<file path="src/rtl/riscv_bus_pkg.sv">
`default_nettype none
// ============================================================================
//  Module      : riscv_bus_pkg
//  Description : Shared types and helpers for the core slave-bus arbiter.
//                - arb_state_e : arbiter FSM states
//                - bus_req_t   : one master's request fields at the bus width
//                - rr_wrap     : modulo-N increment used by the round-robin picker
//  Revision    : 1.0 - initial release
// ============================================================================
package riscv_bus_pkg;

  localparam int BUS_XLEN = 32;
  localparam int BUS_BE_W = BUS_XLEN / 8;

  typedef enum logic [0:0] {
    IDLE = 1'b0,
    WAIT = 1'b1
  } arb_state_e;

  typedef struct packed {
    logic                we;
    logic [BUS_XLEN-1:0] addr;
    logic [BUS_XLEN-1:0] wdata;
    logic [BUS_BE_W-1:0] be;
  } bus_req_t;

  // (base + step) mod n, valid for base < n and step <= n, so a single
  // conditional subtract is enough and no divider is inferred.
  function automatic int unsigned rr_wrap(input int unsigned base,
                                          input int unsigned step,
                                          input int unsigned n);
    int unsigned sum;
    sum = base + step;
    if (sum >= n) begin
      sum = sum - n;
    end
    return sum;
  endfunction

endpackage
`default_nettype wire

</file>
<file path="src/rtl/riscv_rr_arb.sv">
`default_nettype none
// ============================================================================
//  Module      : riscv_rr_arb
//  Description : Combinational round-robin picker. Searches last_gnt+1,
//                last_gnt+2, ... (modulo NMASTERS) and returns the first
//                active requester as both a one-hot vector and an index.
//  Ports       : req_i      - per-master request
//                last_gnt_i - index of the previously granted master
//                gnt_o      - one-hot winner (all zero when no request)
//                idx_o      - winner index (0 when no request)
//                valid_o    - at least one request present
//  Revision    : 1.0 - initial release
// ============================================================================
module riscv_rr_arb
  import riscv_bus_pkg::*;
#(
  parameter int NMASTERS = 2,
  parameter int IDX_W    = $clog2(NMASTERS)
) (
  input  logic [NMASTERS-1:0] req_i,
  input  logic [IDX_W-1:0]    last_gnt_i,
  output logic [NMASTERS-1:0] gnt_o,
  output logic [IDX_W-1:0]    idx_o,
  output logic                valid_o
);

  logic [IDX_W-1:0] w_cand;

  // Walk the search order from lowest to highest priority so that the
  // highest-priority requester is the last one written into idx_o.
  always_comb begin
    w_cand = '0;
    idx_o  = '0;
    for (int unsigned i = NMASTERS; i >= 1; i--) begin
      w_cand = IDX_W'(rr_wrap(32'(last_gnt_i), i, NMASTERS));
      if (req_i[w_cand]) begin
        idx_o = w_cand;
      end
    end
  end

  assign valid_o = |req_i;

  always_comb begin
    gnt_o = '0;
    if (valid_o) begin
      gnt_o[idx_o] = 1'b1;
    end
  end

endmodule
`default_nettype wire

</file>
<file path="src/rtl/riscv_bus_arb.sv">
`default_nettype none
// ============================================================================
//  Module      : riscv_bus_arb
//  Description : Round-robin arbiter sharing the core slave bus between
//                NMASTERS requesters. Grants one transaction at a time,
//                forwards the winner's fields to the slave side, counts a
//                fixed slave latency and returns a response pulse to the owner.
//  Ports       : clk, rst_n    - clock / asynchronous active-low reset
//                m_req_i       - per-master request
//                m_we_i        - per-master write enable
//                m_addr_i      - per-master address   (master i at [i*XLEN +: XLEN])
//                m_wdata_i     - per-master write data (same packing)
//                m_be_i        - per-master byte enables (master i at [i*XLEN/8 +: XLEN/8])
//                m_gnt_o       - one-hot grant, same cycle as acceptance
//                m_rvalid_o    - one-hot response / write-ack pulse to owner
//                m_rdata_o     - response data (qualified by m_rvalid_o)
//                s_req_o, s_we_o, s_addr_o, s_wdata_o, s_be_o - slave request
//                s_rdata_i     - read data from the bus controller mux
//  Revision    : 1.0 - initial release
// ============================================================================
module riscv_bus_arb
  import riscv_bus_pkg::*;
#(
  parameter int XLEN     = 32,
  parameter int NMASTERS = 2,
  parameter int RD_LAT   = 1
) (
  input  logic                         clk,
  input  logic                         rst_n,
  input  logic [NMASTERS-1:0]          m_req_i,
  input  logic [NMASTERS-1:0]          m_we_i,
  input  logic [NMASTERS*XLEN-1:0]     m_addr_i,
  input  logic [NMASTERS*XLEN-1:0]     m_wdata_i,
  input  logic [NMASTERS*XLEN/8-1:0]   m_be_i,
  output logic [NMASTERS-1:0]          m_gnt_o,
  output logic [NMASTERS-1:0]          m_rvalid_o,
  output logic [XLEN-1:0]              m_rdata_o,
  output logic                         s_req_o,
  output logic                         s_we_o,
  output logic [XLEN-1:0]              s_addr_o,
  output logic [XLEN-1:0]              s_wdata_o,
  output logic [XLEN/8-1:0]            s_be_o,
  input  logic [XLEN-1:0]              s_rdata_i
);

  localparam int IDX_W = $clog2(NMASTERS);
  localparam int LAT_W = $clog2(RD_LAT + 1);
  localparam int BE_W  = XLEN / 8;

  arb_state_e       state_q;
  logic [LAT_W-1:0] lat_cnt_q;
  logic [IDX_W-1:0] owner_q;
  logic [IDX_W-1:0] last_gnt_q;

  logic [NMASTERS-1:0] w_arb_gnt;
  logic [IDX_W-1:0]    w_arb_idx;
  logic                w_arb_valid;
  logic                w_take;
  logic                w_done;

  logic [XLEN-1:0] w_addr  [NMASTERS];
  logic [XLEN-1:0] w_wdata [NMASTERS];
  logic [BE_W-1:0] w_be    [NMASTERS];

  for (genvar g = 0; g < NMASTERS; g++) begin : g_unpack
    assign w_addr[g]  = m_addr_i[g*XLEN +: XLEN];
    assign w_wdata[g] = m_wdata_i[g*XLEN +: XLEN];
    assign w_be[g]    = m_be_i[g*BE_W +: BE_W];
  end

  riscv_rr_arb #(
    .NMASTERS (NMASTERS),
    .IDX_W    (IDX_W)
  ) u_rr_arb (
    .req_i      (m_req_i),
    .last_gnt_i (last_gnt_q),
    .gnt_o      (w_arb_gnt),
    .idx_o      (w_arb_idx),
    .valid_o    (w_arb_valid)
  );

  // A request is accepted only while idle; grant and slave request share it.
  assign w_take = (state_q == IDLE) && w_arb_valid;
  assign w_done = (state_q == WAIT) && (lat_cnt_q == LAT_W'(RD_LAT));

  always_ff @(posedge clk or negedge rst_n) begin
    if (!rst_n) begin
      state_q    <= IDLE;
      lat_cnt_q  <= '0;
      owner_q    <= '0;
      // Pointing at the last master makes master 0 the first winner.
      last_gnt_q <= IDX_W'(NMASTERS - 1);
    end else begin
      case (state_q)
        IDLE: begin
          if (w_arb_valid) begin
            owner_q    <= w_arb_idx;
            last_gnt_q <= w_arb_idx;
            lat_cnt_q  <= LAT_W'(1);
            state_q    <= WAIT;
          end
        end
        WAIT: begin
          if (w_done) begin
            lat_cnt_q <= '0;
            state_q   <= IDLE;
          end else begin
            lat_cnt_q <= lat_cnt_q + LAT_W'(1);
          end
        end
        default: begin
          state_q <= IDLE;
        end
      endcase
    end
  end

  assign m_gnt_o   = w_take ? w_arb_gnt : '0;
  assign s_req_o   = w_take;
  assign s_we_o    = w_take & m_we_i[w_arb_idx];
  assign s_be_o    = w_take ? w_be[w_arb_idx] : '0;
  assign s_addr_o  = w_addr[w_arb_idx];
  assign s_wdata_o = w_wdata[w_arb_idx];

  always_comb begin
    m_rvalid_o = '0;
    if (w_done) begin
      m_rvalid_o[owner_q] = 1'b1;
    end
  end

  assign m_rdata_o = w_done ? s_rdata_i : '0;

endmodule
`default_nettype wire

</file>
<file path="config.mk">
export PLATFORM = sky130hd
export DESIGN_NAME = riscv_bus_arb
export DESIGN_NICKNAME = d
export VERILOG_FILES = /design/src/rtl/riscv_bus_pkg.sv /design/src/rtl/riscv_rr_arb.sv /design/src/rtl/riscv_bus_arb.sv
export SDC_FILE = /design/constraint.sdc
export NUM_CORES = 1
export LEC_CHECK = 0
export ABC_AREA = 0
export CORE_AREA = 2 2 108 110
export DETAILED_ROUTE_END_ITERATION = 12
export DIE_AREA = 0 0 110 112
export GPL_ROUTABILITY_DRIVEN = 0
export GPL_TIMING_DRIVEN = 1
export PLACE_DENSITY = 0.68
export SYNTH_ARGS = -nofsm -noshare
export SYNTH_HDL_FRONTEND = slang
export SYNTH_SLANG_ARGS = --single-unit
</file>
<file path="constraint.sdc">
create_clock -name clk -period 2.4 [get_ports clk]
set_input_delay 0.48 -clock clk [delete_from_list [all_inputs] [get_ports clk]]
set_output_delay 0.48 -clock clk [all_outputs]
set_load 0.05 [all_outputs]
</file>
# Yosys cells after proc, flatten, opt, wreduce, memory -nomap -nowiden
# Cells that the tools add are included.
# word_totals
input_bits	174
register_bits	4
output_inout_bits	106
word_cells	62
# classes
n_bitwise	3
n_mux	34
n_eq_ne	1
magnitude_cmp	9
n_reduce_logical	6
n_addsub	5
# ops
operator	n
two-way mux 32 bit	7
two-way mux 1 bit	16
two-way mux 4 bit	4
less-than comparator 1 x 2 -> 1 bit (second input constant)	4
two-way mux 2 bit	3
greater-or-equal comparator 2 bit (second input constant)	2
logical AND 1 bit	4
one-hot mux 1 bit (2 select lines)	2
adder 1 x 2 -> 3 bit (second input constant)	1
greater-or-equal comparator 3 x 2 -> 1 bit (second input constant)	1
adder 1 x 1 -> 2 bit (second input constant)	1
demux 1 bit (select 1 bit)	2
greater-or-equal comparator 1 bit (second input constant)	2
!= test 2 bit (second input constant)	1
NOT 1 -> 2 bit	1
AND reduction 2 bit	1
OR reduction 2 bit	1
subtractor 1 bit (second input constant)	2
adder 1 bit (second input constant)	1
AND 1 bit	1
NOT 1 bit	1

# Longest topological paths before layout
# Gate-level depths: netlist of run 1.
# depth
word_depth	13
mapped_depth	4
mapped_depth_nobuf	2

# Modules after synthesis
# Synthesis of run 1 repeated with hierarchy kept, for this count alone.
# unflattened
hier_cells	143
hier_area_um2	1635.3
# modules_own_cells
mod	seq_area_each_um2	cells_each	area_each_um2	instances
riscv_bus_arb	101.3	138	1602.8	1
riscv_rr_arb	0.0	5	32.5	1

# Worst setup path after synthesis of run 1
# OpenSTA, ideal clock, no wires.
# synth_timing
path_kind	in2out
start	in m_req_i[1]
end	out s_be_o[0]
required_time_ns	1.920
slack_ns	-0.087
cell_stages	3
path_buffers	1
arrival_time_ns	2.007
path_cell_list	nor2b_1 -> clkbuf_1 -> o32ai_1
# synth_via
elab_chain_len	9
elab_cells_between_ends	13
cone_classes	10 x mux; 1 x bitwise; 2 x reduce/logical
# synth_rtl
item	line_no	text
from (decl)	riscv_bus_arb.sv:30	input logic [NMASTERS-1:0] m_req_i,
two-way mux 1 bit (implied by the code) (2 in series)	riscv_rr_arb.sv:36	if (req_i[w_cand]) begin
two-way mux 1 bit (2 in series)	riscv_rr_arb.sv:36	
NOT 1 -> 2 bit (implied by the code)	riscv_bus_arb.sv:121	assign s_be_o = w_take ? w_be[w_arb_idx] : '0;
two-way mux 4 bit (implied by the code) (3 in series)	riscv_bus_arb.sv:121	
two-way mux 4 bit (*)	riscv_bus_arb.sv:121	
to (decl)	riscv_bus_arb.sv:42	output logic [XLEN/8-1:0] s_be_o,
# Mark *: on every way between the ends. The rest lies on a longest branch, timed or not. The select of a mux whose other input is x is not followed.

# Final worst setup path of run 1
# layout_timing
start	in m_req_i[0]
end	out s_wdata_o[7]
# layout_via
elab_chain_len	8
elab_cells_between_ends	10
cone_classes	9 x mux; 1 x bitwise
# layout_rtl
item	line_no	text
two-way mux 1 bit (implied by the code) (2 in series)	riscv_rr_arb.sv:36	
two-way mux 1 bit	riscv_rr_arb.sv:36	
two-way mux 1 bit (*)	riscv_rr_arb.sv:36	
NOT 1 -> 2 bit (implied by the code) (*)	riscv_bus_arb.sv:123	assign s_wdata_o = w_wdata[w_arb_idx];
two-way mux 32 bit (implied by the code) (*) (3 in series)	riscv_bus_arb.sv:123	
to (decl)	riscv_bus_arb.sv:41	output logic [XLEN-1:0] s_wdata_o,
# Marked as above.

==> flow_metrics.tcl, run 1 <==
set metrics [dict create \
    slew_violations 0 \
    synth_async_sr_flop_share 1.00 \
    start_util 0.147 \
    synth_seq_cells 4 \
    power.net_switching_uw 2240 \
    finalHoldViolCount 0 \
    synth_compound_area_frac 0.0466 \
    synthMuxAreaShare 0.591 \
    synthAdderAreaFrac 0 \
    clk_pin_slew_ns 0.03 \
    synth_edf_count 0 \
    synth_common_cells "63 x mux2_4, 33 x and3_1, 11 x nand2b_1" \
    cts_hold_buf 0 \
    die_y_um 112 \
    fin_nets 607 \
    drtAntennaViolNets 0 \
    synthFlopType "dfrtp_1" \
    grt_pass1_wl_mm 13.5 \
    antenna_found_initial 0 \
    internal_power_uw 2220 \
    vias_per_cell 4.11 \
    tightest_slew_ns 0.552 \
    finClkSkew_ns 0.00237 \
    synthToLayoutAreaGrowth_pct 215 \
    period_minus_slack_ns 2.36 \
    seqPwrFrac 0.038 \
    drive_above_1_share 0.447 \
    route.detailed.drc 0 \
    rsz0062_at_grt "false" \
    crit_required_ns 1.92 \
    synth-seq-area-share 0.0619 \
    cts_root_buffer "clkbuf_16" \
    reg2regPathDepth 3 \
    firstDrtPassIters 4 \
    yosys.area_share.simple 0.189 \
    synthCells 149 \
    boundaryPins 280 \
    synth_top_family_by_area "multiplexers" \
    synth.most_common_cell "mux2_4" \
    synth.avg_cell_area_um2 11.0 \
    yosysTopAreaCell "mux2_4" \
    timing.final.crit_share 0.984 \
    diodes 0 \
    portBuffers 279 \
    die_area_um2 12300 \
    combPwrFrac 0.900 \
    min_path_type "input port to async pin" \
    cts_buffer_depth 2 \
    cts_buffers 3 \
    hpwl_mm 7.70 \
    relSlewSlack 0.632 \
    grt_max_degree 37 \
    grt_pass1_vias 2524 \
    critPathKind "input port to output port" \
    netlist.area_leader.share 0.578 \
    r2r_setup_slack_ns 0.96 \
    cts.sinks 4 \
    synth_xor_area_frac 0 \
    drt-total-wl_mm 9.60 \
    crit-reg2reg-launch "state_q" \
    syn-num-nets 323 \
    post_drt_wl_per_cell_um 16.7 \
    clock_latency_ns 0.23 \
    ys_warn_count 0 \
    clockPowerShare 0.061 \
    synth.distinct_cells 20 \
    cts_tree "built" \
    grtUsageTotal 0.144 \
    grt_overflow 0 \
    cp_max_fo 9 \
    r2r_end "last_gnt_q" \
    status "completed" \
    num_rows 39 \
    fmax_ghz 0.423 \
    die_width_um 110 \
    cp-start-kind "input port" \
    crit_arrival_ns 1.88 \
    power.leakage_uw 0.00241 \
    setup_viol 0 \
    dpl.cell_count 563 \
    switching_share 0.501 \
    powerDensity_nw_per_um2 863 \
    syn-cell-area_um2 1640 \
    drt_iter0_markers 62 \
    worstSetupEndpointType "output port" \
    route.vias.total 2364 \
    whs_ns 0.465 \
    synth_area_leaders "mux2_4 58%, and3_1 13%, buf_12 7.3%" \
    htree_levels 1 \
    drv_cap 0 \
    coreArea_um2 11200 \
    final_cell_count_no_fill 575 \
    irDropWorstVdd_v 0.000766 \
]
[what timing repair did]
| item | in CTS | in global routing |
|---|---|---|
| pin swaps | 1 | 0 |
| setup endpoints to repair | 66 | 1 |
| cloned | 5 | 0 |
| buffers inserted | 3 | 0 |
| gates resized for setup | 35 | 1 |
| hold endpoints to repair | 0 | 0 |
[power groups by stage]
stage / logic, uW / registers [uW] / clock network, uW
after detailed placement: 3820 / 170 / 0
after floorplan: 2220 / 137 / 0
after global placement: 3810 / 170 / 0
after CTS: 4050 / 171 / 278
after global routing: 4170 / 182 / 286
final: 4010 / 172 / 273
[logic make-up (layout without fill, tap and decap cells)]
group | after synthesis | count (layout)
and+or+nand+nor | 52 | 52
buffers and inverters | 19 | 302
muxes | 65 | 65
AOI/OAI and AO/OA | 9 | 9
DFF | 4 | 4
[cell usage in the layout, fill, tap and decap left out, types with 4 or more instances in the layout]
cell             count
buf_12              44
nor2_1               5
o32ai_1              4
buf_16               5
buf_4               46
mux2_4              63
and3_1              33
nand2b_1            11
buf_6               26
clkdlybuf4s50_1    171
[cell type report]
cell class,count,area (um^2)
Sequential cell,4,101
Clock buffer,4,78.8
Tap cell,143,179
Timing Repair Buffer,296,3430
Fill cell,1027,6010
Multi-Input combinational cell,126,1370
Inverter,2,7.51
[critical path: stages]
cell and delay (ns):
dlygate4sd2_1 0.26, a21bo_4 0.25, buf_12 0.15, bufbuf_16 0.28, mux2_4 0.31, buf_8 0.15
[sequential cells by signal (all words and copies together), names as in the netlist]
signal,cells
owner_q,1
state_q,1
lat_cnt_q,1
last_gnt_q,1
[worst max-delay path by stage]
stage	end	from	cells past startpoint
global placement	s_wdata_o[11]	m_req_i[1]	5
global route	s_wdata_o[7]	m_req_i[1]	6
detailed placement	s_wdata_o[2]	m_req_i[1]	5
CTS	s_wdata_o[7]	m_req_i[1]	6
finish	s_wdata_o[7]	m_req_i[0]	6
floorplan	s_be_o[0]	m_req_i[1]	3
[metal layers]
layer / part of all wire / GRT usage / up-vias
li1: - / - / 1122
met1: 0.35 / 0.155 / 1067
met2: 0.52 / 0.268 / 167
met3: 0.13 / 0.0515 / 8
met4: 0.0070 / 0.0236 / 0
met5: 0 / 0 / -
[per-stage QoR]
step / power (uW) / area (um^2) / setup WS, ns / utilization / setup TNS, ns
5_1_grt: 4630 / 5170 / 0.00164 / 0.462 / 0
2_1_floorplan: 2360 / 1640 / -0.0872 / - / -0.436
6_report: 4460 / 5170 / 0.0378 / 0.462 / 0
4_1_cts: 4490 / 5160 / 0.0272 / 0.462 / 0
3_3_place_gp: 3980 / 4780 / -0.0668 / 0.428 / -2.58
3_5_place_dp: 3990 / 4780 / -0.0885 / 0.428 / -3.28
No activity file was read; power rests on OpenSTA's default activity.
==> run 2, diff against run 1 <==
--- a/config.mk
+++ b/config.mk
@@ -7,6 +7,7 @@
 export LEC_CHECK = 0
 export ABC_AREA = 0
 export CORE_AREA = 2 2 108 110
+export CTS_CLUSTER_SIZE = 20
 export DETAILED_ROUTE_END_ITERATION = 12
 export DIE_AREA = 0 0 110 112
 export GPL_ROUTABILITY_DRIVEN = 0
==> results of run 2 <==
The final DEF is identical to that of run 1; final timing and power are the same.
